`config.mk`:
```
export PLATFORM = sky130hd
export DESIGN_NAME = uart_tx_monitor
export DESIGN_NICKNAME = d
export VERILOG_FILES = /design/src/rtl/uart_tx_monitor.sv
export SDC_FILE = /design/constraint.sdc
export NUM_CORES = 1
export LEC_CHECK = 0
export ABC_AREA = 1
export ABC_CLOCK_PERIOD_IN_PS = 6100
export BUFFER_PORTS_ARGS = -buffer_cell sky130_fd_sc_hd__buf_2
export CAP_MARGIN = 20
export CORE_ASPECT_RATIO = 1.25
export CORE_UTILIZATION = 30
export CTS_BUF_LIST = sky130_fd_sc_hd__clkbuf_8 sky130_fd_sc_hd__clkbuf_16
export CTS_CLUSTER_DIAMETER = 100
export DETAILED_ROUTE_END_ITERATION = 12
export PLACE_DENSITY_LB_ADDON = 0.2
export RECOVER_POWER = 50
export SLEW_MARGIN = 20
export SYNTH_ARGS = -nofsm -noshare
export SYNTH_HDL_FRONTEND = slang
export SYNTH_SLANG_ARGS = --single-unit
```
`constraint.sdc`:
```
create_clock -name SYSCLK -period 6.1 [get_ports SYSCLK]
set_input_delay 0.61 -clock SYSCLK [delete_from_list [all_inputs] [get_ports SYSCLK]]
set_output_delay 0.61 -clock SYSCLK [all_outputs]
set_load 0.1 [all_outputs]
```
`src/rtl/uart_tx_monitor.sv`:
```
`default_nettype none
// ==========================================================================
// uart_tx_monitor: samples the SoC UART TX line and checks parity/framing.
// Good bytes go into a FWFT FIFO with a valid/ready port.      Rev 1.0
// ==========================================================================
module uart_tx_monitor #(
  parameter int BAUD_DIV   = 868,
  parameter int PARITY_EN  = 0,
  parameter int PARITY_ODD = 0,
  parameter int FIFO_AW    = 4
) (
  input  logic               SYSCLK,
  input  logic               SYSRESET,
  input  logic               SER_IN,
  output logic [7:0]         DATA_OUT,
  output logic               DATA_VALID,
  input  logic               DATA_READY,
  output logic [FIFO_AW:0]   FIFO_LEVEL,
  output logic [15:0]        BYTE_COUNT,
  output logic               FRAMING_ERR,
  output logic               PARITY_ERR,
  output logic               OVERFLOW,
  input  logic               CLEAR_ERR
);

  localparam int                  c_cnt_w = $clog2(BAUD_DIV);
  localparam int                  c_depth = 2 ** FIFO_AW;
  localparam logic [c_cnt_w-1:0]  c_half  = c_cnt_w'(BAUD_DIV / 2 - 1);
  localparam logic [c_cnt_w-1:0]  c_full  = c_cnt_w'(BAUD_DIV - 1);
  localparam logic [FIFO_AW:0]    c_lvl_full = (FIFO_AW + 1)'(c_depth);

  typedef enum logic [2:0] {
    ST_IDLE, ST_START, ST_DATA, ST_PARITY, ST_STOP, ST_BREAK
  } state_t;

  state_t               state_q, state_d;
  logic                 sync1_q, sync2_q, s_prev_q;
  logic [c_cnt_w-1:0]   cnt_q, cnt_d;
  logic [2:0]           bit_q, bit_d;
  logic [7:0]           shift_q, shift_d;
  logic                 perr_q, perr_d;
  logic                 ferr_flag_q, ferr_flag_d;
  logic                 perr_flag_q, perr_flag_d;
  logic                 ovf_flag_q, ovf_flag_d;
  logic [FIFO_AW-1:0]   wr_ptr_q, wr_ptr_d, rd_ptr_q, rd_ptr_d;
  logic [FIFO_AW:0]     level_q, level_d;
  logic [15:0]          count_q, count_d;
  logic [7:0]           mem_q [c_depth];

  logic w_s, w_tick, w_push, w_ferr_set, w_perr_set;
  logic w_pop, w_full, w_acc, w_ovf_set;

  assign w_s    = sync2_q;
  assign w_tick = (cnt_q == '0);

  always_comb begin
    state_d    = state_q;
    cnt_d      = cnt_q;
    bit_d      = bit_q;
    shift_d    = shift_q;
    perr_d     = perr_q;
    w_push     = 1'b0;
    w_ferr_set = 1'b0;
    w_perr_set = 1'b0;
    case (state_q)
      ST_IDLE: begin
        if (s_prev_q && !w_s) begin
          cnt_d   = c_half;
          perr_d  = 1'b0;
          state_d = ST_START;
        end
      end
      ST_START: begin
        if (!w_tick) cnt_d = cnt_q - 1'b1;
        else if (w_s) state_d = ST_IDLE;
        else begin
          cnt_d   = c_full;
          bit_d   = 3'd0;
          state_d = ST_DATA;
        end
      end
      ST_DATA: begin
        if (!w_tick) cnt_d = cnt_q - 1'b1;
        else begin
          shift_d = {w_s, shift_q[7:1]};
          cnt_d   = c_full;
          bit_d   = bit_q + 3'd1;
          if (bit_q == 3'd7) state_d = (PARITY_EN != 0) ? ST_PARITY : ST_STOP;
        end
      end
      ST_PARITY: begin
        if (!w_tick) cnt_d = cnt_q - 1'b1;
        else begin
          // Data ones plus the parity bit must be even (or odd) in total.
          perr_d  = ((^shift_q) ^ w_s) != (PARITY_ODD != 0);
          cnt_d   = c_full;
          state_d = ST_STOP;
        end
      end
      ST_STOP: begin
        if (!w_tick) cnt_d = cnt_q - 1'b1;
        else if (!w_s) begin
          w_ferr_set = 1'b1;
          state_d    = ST_BREAK;
        end else begin
          w_perr_set = perr_q;
          w_push     = !perr_q;
          state_d    = ST_IDLE;
        end
      end
      ST_BREAK: begin
        if (w_s) state_d = ST_IDLE;
      end
      default: state_d = ST_IDLE;
    endcase
  end

  assign w_pop     = (level_q != '0) && DATA_READY;
  assign w_full    = (level_q == c_lvl_full);
  assign w_acc     = w_push && (!w_full || w_pop);
  assign w_ovf_set = w_push && w_full && !w_pop;

  always_comb begin
    wr_ptr_d    = w_acc ? wr_ptr_q + FIFO_AW'(1) : wr_ptr_q;
    rd_ptr_d    = w_pop ? rd_ptr_q + FIFO_AW'(1) : rd_ptr_q;
    count_d     = w_acc ? count_q + 16'd1 : count_q;
    level_d     = level_q;
    case ({w_acc, w_pop})
      2'b10:   level_d = level_q + 1'b1;
      2'b01:   level_d = level_q - 1'b1;
      default: level_d = level_q;
    endcase
    // A new error in the same cycle as a clear leaves the flag set.
    ferr_flag_d = (ferr_flag_q & ~CLEAR_ERR) | w_ferr_set;
    perr_flag_d = (perr_flag_q & ~CLEAR_ERR) | w_perr_set;
    ovf_flag_d  = (ovf_flag_q  & ~CLEAR_ERR) | w_ovf_set;
  end

  always_ff @(posedge SYSCLK) begin
    if (SYSRESET) begin
      sync1_q     <= 1'b0;
      sync2_q     <= 1'b0;
      s_prev_q    <= 1'b0;
      state_q     <= ST_IDLE;
      cnt_q       <= '0;
      bit_q       <= 3'd0;
      shift_q     <= 8'h00;
      perr_q      <= 1'b0;
      ferr_flag_q <= 1'b0;
      perr_flag_q <= 1'b0;
      ovf_flag_q  <= 1'b0;
      wr_ptr_q    <= '0;
      rd_ptr_q    <= '0;
      level_q     <= '0;
      count_q     <= 16'd0;
    end else begin
      sync1_q     <= SER_IN;
      sync2_q     <= sync1_q;
      s_prev_q    <= sync2_q;
      state_q     <= state_d;
      cnt_q       <= cnt_d;
      bit_q       <= bit_d;
      shift_q     <= shift_d;
      perr_q      <= perr_d;
      ferr_flag_q <= ferr_flag_d;
      perr_flag_q <= perr_flag_d;
      ovf_flag_q  <= ovf_flag_d;
      wr_ptr_q    <= wr_ptr_d;
      rd_ptr_q    <= rd_ptr_d;
      level_q     <= level_d;
      count_q     <= count_d;
    end
  end

  always_ff @(posedge SYSCLK) begin
    if (w_acc) mem_q[wr_ptr_q] <= shift_q;
  end

  assign DATA_VALID  = (level_q != '0);
  assign DATA_OUT    = DATA_VALID ? mem_q[rd_ptr_q] : 8'h00;
  assign FIFO_LEVEL  = level_q;
  assign BYTE_COUNT  = count_q;
  assign FRAMING_ERR = ferr_flag_q;
  assign PARITY_ERR  = perr_flag_q;
  assign OVERFLOW    = ovf_flag_q;

endmodule
`default_nettype wire

```
==> run summary, run 1 <==
The run finished, with violations left. The checks that failed: capacitance limit, slew limit. Grouping stages by cell kind, the critical path spends the most delay in buffers and inverters.

STA classifies the critical path startpoint as a register. The number of hold violations in the final report came out at 0. The tree is rooted in a clkbuf_16. The measured slew at the worst slew-check pin came out at 1.51 ns. The number of fill cells in the layout came out at approximately 2,800.

The count of warnings emitted by yosys came out at 0. Of the total synthesized cell area, the portion taken by AND, OR, NAND and NOR gates is about 17%. The number of remaining DRC errors is 0. The total nets after synthesis is 848. The gate count of the mapped netlist came out at between 800 and 900. In this design, the stage delay of the slowest critical-path cell is 0.72 ns. The worst register-to-register path has a depth of 8. The arrival time of data at the critical path endpoint came out at 3.02 ns. In this run the worst hold path is classified as input pin to register.

Dividing the final minimum period by the clock period gives 59.6%. In the final routed layout, each cell accounts on average for ~17 um. The maximum resistive drop on vdd came out at 0.213 mV. After synthesis, the largest family of logic cells by area is simple AND/OR/NAND/NOR gates. The clock slew seen by the registers of the worst setup and hold paths came out at 0.08 ns. The die is 151 um wide. In the final layout, flip-flops and latches occupy a little over 0.005 mm2. The post-synthesis instance area came out at around 0.0083 mm2. Synthesis inferred 192 register bits. The count of inserted antenna diode cells came out at 0. The post-synthesis mux area share came out at 0%. The first-pass iteration count of the detailed router is 5. Once the clock tree was built, the setup fixing pass inserted 0 buffers. The most used flip-flop cell after synthesis is edfxtp_1.

Timing would allow up to around 280 MHz. The vertical die dimension came out at approximately 190 um. The via count of the first global-routing pass came out at between 5,000 and 6,000.

The sum of net half-perimeters after detailed placement came out at around 13 mm. Setup repair after global routing left no endpoint under its margin. Of all nets on the critical path, the largest fanout is 33.

For this design, the slowest cell found on the critical path is inv_1. The number of top-level pins is 38. The post-synthesis compound-gate area fraction is between 10% and 20%.

The average cell area after synthesis is ~10 um2. In this run the tightest slew margin relative to its limit is -0.453%. The initial core utilization came out at 30.7%. The register area share after synthesis is about 60%.

The initial antenna violation count is 0. The signal on the critical path passes through buf_4 > inv_1 > o21ai_0 > o221ai_1 > nand3_1 > a21oi_1 > buf_2. The floorplan step defined a core boundary enclosing between 0.02 and 0.03 mm2. The via total after detailed routing came out at ~6,000.

The weighted congestion reported at the end of routability-driven placement came out at between 0.7 and 0.8. Across the run, the number of max-cap violations was 1. The number of gates resized after CTS is 0. The count of different cell masters after synthesis is 34. The number of instances on the worst hold path came out at 3. The synthesized design contains between 100 and 150 enable-type register cells. Using the TritonRoute via totals, the vias-per-cell ratio works out to a little under 5.

The area enclosed by the die boundary is approximately 0.028 mm2. In this run the core area contains 67 standard-cell rows. The first global-routing pass estimated about 32 mm of wire. The final setup TNS came out at 0 ns. For this block, the routed nets add up to roughly 20 mm of wire. The number of H-tree levels came out at 4. The final setup violation count came out at 0. Input and output buffers added on the ports amount to 37. The minimum clock period is around 3.6 ns. From synthesis to final layout, the design area changed by 12.7%. The clock sink total is 192. For this run, the total global-route usage over all layers was measured as approximately 15%. The xor/xnor cell area share of the yosys netlist is roughly 1.6%. The post-detailed-route count of antenna-violating nets is 0. TritonCTS built the clock tree.

The largest net degree at the start of global routing is between 60 and 70. Before CTS, the worst setup slack after placement is between 2 and 3 ns. The leakage power figure is approximately 3.4 nW. The area of the multi-input gates came out at 0.00276 mm2.

The startpoint-to-endpoint class of the critical path is register to output pin. The sum of overflow across all layers after global routing came out at 0. The adder-cell share of the synthesized area is about 1.8%.

The maximum clock skew at final layout is 0.0150 ns. The clock latency at the later pin of the worst-skew pair is 0.44 ns. The number of buffers added by the clock tree synthesis step came out at 17. The setup slack on the worst flop-to-flop path is about 2.9 ns. Counting along the longest clock path gives a buffer depth of 2.

The net total in the final layout came out at 876. The fraction of final layout cells with drive strength greater than 1 came out at 8.49%. The areal power density over the cells came out at 448 mW/mm2. The number of hold buffers added after CTS is 0. The total count of max-transition violations in the final report came out at 29. Data on the critical path is required at its endpoint by approximately 5.5 ns. For this block, the initial DRC count from the detailed router was 420. The async set-reset flop share out of synthesis came out at 0%.

The cell depth of the worst setup path is 7. The endpoint class of the critical path is an output pin. The count of buffer and inverter cells on the critical path is 3.

The final worst slack came out at approximately 2.5 ns.
[Yosys cell counts (2+ instances only)]
| library cell | count | area [um2] |
|---|---|---|
| a211oi_1 | 3 | 22.5 |
| a21oi_1 | 47 | 235 |
| a31oi_1 | 5 | 31.3 |
| buf_2 | 3 | 15.0 |
| clkbuf_1 | 28 | 105 |
| dfxtp_1 | 64 | 1280 |
| edfxtp_1 | 128 | 3840 |
| ha_1 | 12 | 150 |
| inv_1 | 69 | 259 |
| inv_2 | 7 | 26.3 |
| nand2_1 | 88 | 330 |
| nand2_2 | 3 | 18.8 |
| nand3_1 | 37 | 185 |
| nand3_4 | 3 | 52.6 |
| nand4_1 | 9 | 56.3 |
| nor2_1 | 135 | 507 |
| nor2_2 | 5 | 31.3 |
| nor2_4 | 3 | 33.8 |
| nor3_1 | 13 | 65.1 |
| nor3_2 | 3 | 30.0 |
| nor4_1 | 5 | 31.3 |
| o21ai_0 | 100 | 500 |
| o21ai_1 | 6 | 30.0 |
| o221ai_1 | 22 | 193 |
| o22ai_1 | 10 | 62.6 |
| o31ai_1 | 2 | 15.0 |
| xnor2_1 | 7 | 61.3 |
| xor2_1 | 8 | 70.1 |
[per-stage QoR]
stage          cells  hold slack [ns]  cell area [um2]  power, mW  util [%]
2_1_floorplan    831            0.388             8320       2.81         -
3_3_place_gp    1185            0.391             8850       3.13      32.7
3_5_place_dp    1185            0.396             8850       3.14      32.7
4_1_cts         1217            0.362             9450       4.26      34.9
5_1_grt         1217            0.376             9380       4.44      34.7
6_report        1217            0.379             9380       4.20      34.7
[per-layer routing]
| layer | track usage, % | share of wire (%) | up-vias |
|---|---|---|---|
| li1 | - | - | 2968 |
| met1 | 19.8 | 47 | 2881 |
| met2 | 23.7 | 48 | 142 |
| met3 | 2.62 | 4.1 | 19 |
| met4 | 4.96 | 1.7 | 0 |
| met5 | 0 | 0 | - |
[state kept, by name, summed over array words and instances, names as in the netlist, named ones only]
register / cells
BYTE_COUNT: 16
FIFO_LEVEL: 5
FRAMING_ERR: 1
OVERFLOW: 1
PARITY_ERR: 1
bit_q: 3
cnt_q: 10
mem_q: 128
perr_q: 1
rd_ptr_q: 4
s_prev_q: 1
shift_q: 8
state_q: 3
sync1_q: 1
sync2_q: 1
wr_ptr_q: 4
[kinds of logic (layout without fill, tap and decap cells)]
kind of cell,count (synthesis),in the layout
xor gates and xnor gates,15,15
and+or+nand+nor,308,308
buffers and inverters,108,149
AOI/OAI and AO/OA,196,196
DFF,192,192
adders and majority gates,12,12
[power by group]
group / switching [mW] / total [mW] / internal [mW]
clock network: 0.564 / 1.12 / 0.558
registers: 0.0875 / 1.54 / 1.45
logic: 1.18 / 1.55 / 0.365
total: 1.83 / 4.20 / 2.37
[area by class of cell]
class / instances / area share, %
clock buffers: 17 / 4.53
clock inverters: 15 / 1.85
inverters: 76 / 3.04
multi-input cells: 531 / 29.4
flip-flops and latches: 192 / 54.6
well taps: 345 / 4.60
repair buffers: 41 / 1.96
[cells in the final DEF, fill, tap and decap left out, types with 3 or more instances in the layout]
cell type and n:
nor2_1 137, edfxtp_1 128, o21ai_0 100, nand2_1 89, inv_1 70, dfxtp_1 63, a21oi_1 47, nand3_1 37
clkbuf_1 23, o221ai_1 22, clkbuf_16 17, buf_2 15, nor3_1 14, ha_1 12, o22ai_1 10, nand4_1 9
xor2_1 8, xnor2_1 7, inv_2 6, nor4_1 6, o21ai_1 6, a31oi_1 5, inv_6 5, inv_8 5
nor2_2 4, clkinv_8 4, nand3_4 3, a211oi_1 3, buf_4 3
[final timing paths]
check                           startpoint           to
worst max register to register    cnt_q[0]  mem_q[4][3]
worst min register to register     sync1_q      sync2_q
worst min-delay path                SER_IN      sync1_q
worst max-delay path              register  DATA_OUT[3]
[tightest hold or removal path, delay by kind of cell]
family	cells	cell delay, ns
buf+inv	2	0.10
simple gates	1	0.07
No activity file was read; power rests on OpenSTA's default activity.
==> run 2: changes to the inputs <==
Settings changed: ABC_AREA 1 to 0, ABC_CLOCK_PERIOD_IN_PS 6100 to 3400.
Clock period 6.1 ns to 3.4 ns, I/O delays scaled along.
==> run 2 against run 1 <==
  * Routed wire length decreased by 8.3%
  * Critical path type is now register to register
  * Combinational power increased by 44%
  * Clock power increased by 71%
  * Largest power group is now sequential cells
  * The run still ends with capacitance limit, slew limit left
==> run summary, run 2 <==
The min-delay analysis places its worst path in the category input pin to register. The total count of max-transition violations in the final report came to 44. In this run the clock root is driven by a clkbuf_16.

Summing all placed instances gives a cell area of 0.00902 mm2. The overall die width came out at 151 um. TritonCTS created 17 clock buffers.

The first-pass iteration count of the detailed router is 4. The average cell area after synthesis is 14.0 um2. The vertical die dimension is between 150 and 200 um. The required arrival time at the worst endpoint came out at 3.71 ns. The checks that failed: capacitance limit, slew limit. The number of max-cap violations came out at 1. The measured slew at the worst slew-check pin is between 2 and 2.5 ns. The leading cell type in the layout, fill and taps excluded is edfxtp_1. The fraction of the cycle the final worst path needs came out at between 90% and 100%. For this configuration, the core starts out at a cell density of 30.8%. In the routed design, unresolved DRC markers number 0. Summed over all cells, the static leakage comes to 3.12 nW.

For the worst-skew pair, the clock arrives at the later sink with an insertion delay of approximately 0.43 ns. The number of hold violations in the final report came out at 0. The element type at the critical path start is a register.

The final instance area came out at around 0.0095 mm2. The number of top-level pins came out at 38. The share of the Yosys chip area taken by registers is about three fifths. Timing would allow up to about 310 MHz. The post-synthesis instance area came out at 0.00834 mm2. Setup violations remaining at the end of the flow were counted as 0. The total track usage is ~14%. The worst hold margin came out at between 0.1 and 0.15 ns.

The final setup TNS is 0 ns. The synthesized design devotes to its leading area cell type ~46% of total area. After legalization and detailed placement, the total HPWL measured around 13 mm. STA classifies the critical path endpoint as a register.

The flow ran to the end, but the final reports show violations. The maximum resistive drop on vdd came out at approximately 0.46 mV. The number of fill cells in the layout is between 2,000 and 3,000. Summed over all instances, the cell type with the most area after synthesis is edfxtp_1. The largest net degree at the start of global routing came out at between 40 and 50. The most frequently used flop master after synthesis is edfxtp_1. The maximum root-to-sink buffer count came out at 2. The flip-flop count of the largest register after layout came out at 128. Leaving out filler cells and counting taps, the final layout contains 1,003. The Yosys step of the flow raised 0 warnings. The count of input and output buffers came out at 37. The final routed wire length divided by cell count is ~18 um. The total power came out at 6.76 mW. The register with the highest flop count is mem_q. The gate count of the mapped netlist came out at 596. The register bit total from synthesis is 192. Setup repair after global routing left no endpoint under its margin.

The via total after detailed routing is approximately 5,200. Among all cell types in the netlist, the one instantiated most often is edfxtp_1. The headroom to the max-slew limit came out at -34.5%. In the layout the commonest cells are 128 x edfxtp_1, 63 x dfxtp_1, 47 x nor2_1, 40 x mux4_2, 29 x a21oi_1.

The count of flip-flops with a built-in enable after synthesis is between 100 and 150. The routed via count divided by cell count came out at ~5.2. The maximum clock skew at final layout is roughly 0.011 ns. The area enclosed by the die boundary is approximately 0.028 mm2. The final layout contains about 660 nets.

The TritonCTS clock tree is yes. After clock tree synthesis, the clock-pin slew on the worst setup and hold paths is ~0.07 ns. For this run, asynchronously set or reset flops after synthesis account for 0%. The sum of overflow across all layers after global routing is 0. The clock sink total came out at between 150 and 200. The total number of placement rows came out at 67. STA puts the critical path data arrival time at about 3.5 ns. The areal power density over the cells came out at 709 mW/mm2. Ranked by total cell area, the synthesized netlist is headed by edfxtp_1 46%, dfxtp_1 15%, mux4_2 11%. The fraction of final layout cells with drive strength greater than 1 came out at about a fifth. Including well taps, the total number of placed cells is slightly below 1,000. When the netlist entered floorplanning its net count stood at ~600. The layout-stage area growth over the synthesis result is 14.3%.

Post-CTS repair changed the size of 0 cells. Along the worst path, the maximum fanout reaches 9. The first-pass GRT wire length is a little under 30 mm. The count of different cell masters after synthesis is 62.

The core footprint is about 0.027 mm2. The weighted congestion reported at the end of routability-driven placement came out at ~0.84. The critical path is of the register to register type. By count the netlist is led by 128 x edfxtp_1, 64 x dfxtp_1, 47 x nor2_1, 40 x mux4_2, 29 x a21oi_1. The initial antenna violation count was 0. The post-detailed-route count of antenna-violating nets came out at 0.

The number of H-tree levels came out at 4. The count of inserted antenna diode cells came out at 0. For this block, the initial DRC count from the detailed router was roughly 270. The post-CTS repair timing setup buffer count is 0. The detailed-route wire length is 18.5 mm. The via count of the first global-routing pass is roughly 5,300. After clock tree synthesis, the flow added hold-fix buffers numbering 0. The minimum clock period is approximately 3.2 ns.
[run 2: worst paths after layout]
kind | start | end | slack [ns] | cells past startpoint
hold reg to reg | sync1_q | sync2_q | 0.45 | 1
setup / recovery | cnt_q[0] | FIFO_LEVEL[4] | 0.22 | 11
setup reg to reg | cnt_q[0] | FIFO_LEVEL[4] | 0.22 | 11
hold / removal | SER_IN | sync1_q | 0.12 | 2
[run 2: kinds of logic after synthesis]
logic type	count (synthesis)	share of synthesized area, %
flops	192	61.5
simple gates	185	13.1
compound gates	90	6.72
mux	56	12.8
buf+inv	42	1.98
xor+xnor	19	2.16
fa+ha+maj	12	1.80
[run 2: worst max-delay path, cell delays in order, from the launching register on]
cell,delay (ns)
dfxtp_1,0.39
inv_1,0.11
ha_1,0.20
or3b_2,0.53
nor4_4,0.34
a21oi_2,0.20
xor2_1,0.18
ha_1,0.24
or3_1,0.31
a21oi_1,0.15
a21oi_1,0.09
mux2_1,0.33
[run 2: report_power, final]
group	switching (mW)	internal [mW]	leakage, nW
sequential	0.0973	2.52	1.70
combinational	1.55	0.675	1.14
clock	0.935	0.972	0.279
total	2.58	4.17	3.12
[run 2: metrics by stage]
step / worst slack, ns / util (%)
2_1_floorplan: 0.0361 / -
3_3_place_gp: 0.331 / 33.3
3_5_place_dp: 0.312 / 33.3
4_1_cts: 0.274 / 35.4
5_1_grt: 0.0550 / 35.2
6_report: 0.218 / 35.2
[run 2: area by class of cell]
cell class                 count  area, um2  share of cell area, %
clock inverter                15        138                   1.44
inverter                      14       52.6                  0.552
clock buffer                  17        425                   4.47
timing repair buffer          58        317                   3.32
multi-input combinational    362       3040                   31.9
tap                          345        432                   4.53
sequential                   192       5130                   53.8
[run 2: per-layer routing]
metal | share of wire [%] | GRT usage, %
met5 | 0 | 0
met4 | 1.4 | 4.19
met3 | 3.0 | 2.76
met2 | 52 | 24.0
met1 | 44 | 17.1
==> run 3: changes to the inputs <==
--- a/config.mk
+++ b/config.mk
@@ -11,5 +11,5 @@
 export CAP_MARGIN = 20
 export CORE_ASPECT_RATIO = 1.25
-export CORE_UTILIZATION = 30
+export CORE_UTILIZATION = 45
 export CTS_BUF_LIST = sky130_fd_sc_hd__clkbuf_8 sky130_fd_sc_hd__clkbuf_16
 export CTS_CLUSTER_DIAMETER = 100
@@ -17,5 +17,4 @@
 export PLACE_DENSITY_LB_ADDON = 0.2
 export RECOVER_POWER = 50
-export SLEW_MARGIN = 20
 export SYNTH_ARGS = -nofsm -noshare
 export SYNTH_HDL_FRONTEND = slang
==> constraint.sdc (replaced) <==
create_clock -name SYSCLK -period 3.4 [get_ports SYSCLK]
set_input_delay 0 -clock SYSCLK [delete_from_list [all_inputs] [get_ports SYSCLK]]
set_output_delay 0 -clock SYSCLK [all_outputs]
set_load 0.1 [all_outputs]
==> run 3 against run 2 <==
  * The run still ends with capacitance limit, slew limit left
  * Combinational power is essentially flat
  * Hold slack worse by 0.049 ns
  * Critical path type unchanged
  * Clock skew about the same
  * Die area decreased by 33%
  * Sequential power barely moved
  * Worst setup slack improved by 0.019 ns
  * Largest power group unchanged
  * Routed wire length decreased by 4.6%
  * Core utilization rose by 16 points
  * Critical path depth unchanged
==> run summary, run 3 (synthesis results as in run 2) <==
The final setup violation count is 0. The vertical die dimension came out at between 150 and 200 um. The maximum clock skew at final layout came out at 0.0112 ns.

Setup repair after global routing left no endpoint under its margin. The initial core utilization is 46.1%. The first TritonRoute pass finished after 5 iterations. The final setup TNS is 0 ns. The worst register-to-register path begins at cnt_q[0]. The number of gates resized after CTS is 0. The startpoint identified for the worst hold timing path is DATA_READY.

The sum of overflow across all layers after global routing came out at 0. The number of max-cap violations is 1. The endpoint identified for the worst register-to-register timing path is FIFO_LEVEL[4].

The post-CTS repair timing setup buffer count is 0. The number of instances in the placed design came out at ~850. The worst setup path is captured at a register. Counting the fill cells in the layout gives around 1,600. The via count of the first global-routing pass is ~5,100. The detailed router's first-iteration violation count came out at 380. The clock sink total is roughly 190. The leakage power figure came out at around 3.1 nW.

The layout-stage area growth over the synthesis result is 12.1%. Clock-pin slew was measured on the worst setup and hold paths at about 0.07 ns. The fraction of final layout cells with drive strength greater than 1 came out at ~18%. The total area inside the core boundary comes to about 0.018 mm2.

The flow ran to the end, but the final reports show violations. The weighted congestion reported at the end of routability-driven placement came out at roughly 0.85. The register with the highest flop count is mem_q. The library cell used most frequently in the layout, excluding fill and tap cells, is edfxtp_1.

The finished cells cover 0.00935 mm2. The area of the multi-input gates is between 0.003 and 0.004 mm2. In this run, CTS created clock tree buffers numbering 17.

The largest net degree at the start of global routing is 54. The count of inserted antenna diode cells is 0. The critical path goes through inv_1 > ha_1 > or3b_2 > nor4_4 > a21oi_2 > xor2_1 > ha_1 > or3_1 > a21oi_1 > a21oi_1 > mux2_1. The via total after detailed routing is slightly above 5,000.

The floorplan step defined a die boundary enclosing between 0.015 and 0.02 mm2. Data arrives at the worst endpoint at 3.48 ns. The count of input and output buffers came out at 37. The number of top-level pins came out at 38. The final reports fail on capacitance limit, slew limit.

The overall die width came out at 124 um. Based on the critical path, the design can be clocked at up to about 320 MHz. In the layout the commonest cells are 128 x edfxtp_1, 63 x dfxtp_1, 47 x nor2_1, 40 x mux4_2, 29 x a21oi_1.

The number of hold buffers added after CTS came out at 2. The area taken by flip-flops and latches is 0.00513 mm2. The measured slew at the worst slew-check pin is 2.38 ns. Dividing the detail-routed wire length by the instance count gives around 20 um. The number of H-tree levels is 4.

The total number of placement rows came out at 55. The type of the worst min-delay path is input pin to register. The post-place instance area came out at 0.00883 mm2. In this run the worst path has a maximum fanout of 9.

Counting I/O delays and the setup requirement, the final critical path takes roughly 3.2 ns. The initial antenna violation count is 0. The required arrival time at the worst endpoint is about 3.7 ns. The setup slack on the worst flop-to-flop path came out at about 0.24 ns.

The headroom to the max-slew limit came out at -58.4%. The fraction of the cycle the final worst path needs is a little over 90%. Counting along the longest clock path gives a buffer depth of 2. At the later pin of the worst-skew pair, clock insertion delay measures roughly 0.43 ns.

The total count of max-transition violations in the final report is 54. The number of non-filler instances in the completed layout is approximately 900. TritonCTS built the clock tree. The depth of the worst register-to-register path is 11.

For this run, design rule violations remaining after detail routing come to 0. The net total in the final layout came out at around 660. STA classifies the critical path startpoint as a register.

For this run, the total global-route usage over all layers was measured as 19.9%. The maximum resistive drop on vdd is a little under 0.6 mV. The flip-flop count of the largest register after layout is between 100 and 150. Using the TritonRoute via totals, the vias-per-cell ratio works out to 5.79. The number of hold violations in the final report came out at 0.

The areal power density over the cells is 715 mW/mm2. The startpoint-to-endpoint class of the critical path is register to register. Final hold analysis gives a worst-case slack of between 0.07 and 0.08 ns. The endpoint of the worst hold path is FIFO_LEVEL[3]. The number of instances on the worst hold path is 4. The slowest stage of the critical path belongs to the cell or3b_2. The largest stage delay on the critical path came out at about 0.51 ns. Once detail routing completed, the nets flagged for antenna violations numbered 0.

The tree is rooted in a clkbuf_16. After legalization and detailed placement, the total HPWL measured about 12 mm. The first global-routing pass estimated ~28 mm of wire.

Summed over all layers, the routed wires come to 17.7 mm.
[run 3: cell types whose count changed in the layout (fill, tap and decap cells not counted), moves of 2 or more]
cell	delta
buf_4	-5
clkinvlp_4	+3
clkinv_2	+3
inv_6	-3
dlygate4sd3_1	+2
inv_8	-4
[run 3: worst max path at each step]
stage / startpoint / endpoint / slack (ns) / cells past startpoint
floorplan: FIFO_LEVEL[0] / FIFO_LEVEL[4] / 0.16 / 10
CTS: cnt_q[0] / FIFO_LEVEL[4] / 0.24 / 11
finish: cnt_q[0] / FIFO_LEVEL[4] / 0.24 / 11
global route: cnt_q[0] / FIFO_LEVEL[4] / 0.08 / 11
global placement: cnt_q[0] / FIFO_LEVEL[4] / 0.31 / 11
detailed placement: cnt_q[0] / FIFO_LEVEL[4] / 0.29 / 11
[run 3: power breakdown]
group          total (mW)  internal, mW  leakage (nW)  switching [mW]
Combinational        2.20         0.655          1.12            1.54
Clock                1.87          1.03         0.271           0.849
Sequential           2.62          2.53          1.70          0.0905
Total                6.69          4.21          3.09            2.48
[run 3: layer usage]
layer,up-vias,part of all wire (%),track usage [%]
met5,-,0,0
met3,18,4.3,3.91
met2,142,52,34.4
met4,0,1.5,6.54
li1,2398,-,-
met1,2557,42,24.6
[run 3: worst max-delay path: cells and delay by family (launching register included)]
kind                       cells  cell delay [ns]
xor gates and xnor gates       1             0.18
DFF                            1             0.38
muxes                          1             0.32
buffers and inverters          1             0.11
and+or+nand+nor                3             1.20
AOI/OAI and AO/OA              3             0.45
adders and majority gates      2             0.41
[run 3: final cells by class]
cell class                      instances  area share, %
Tap cell                              228           3.05
Timing Repair Buffer                   55           3.20
Inverter                               14          0.562
Sequential cell                       192           54.8
Multi-Input combinational cell        362           32.4
Clock inverter                         14           1.26
Clock buffer                           18           4.70
[run 3: metrics by stage]
| step | utilization [%] | total power, mW | worst slack (ns) |
|---|---|---|---|
| floorplan | - | 4.45 | 0.163 |
| global placement | 48.8 | 4.88 | 0.314 |
| detailed placement | 48.8 | 4.91 | 0.287 |
| CTS | 52.0 | 6.78 | 0.245 |
| global route | 51.6 | 6.94 | 0.0810 |
| finish | 51.6 | 6.69 | 0.237 |
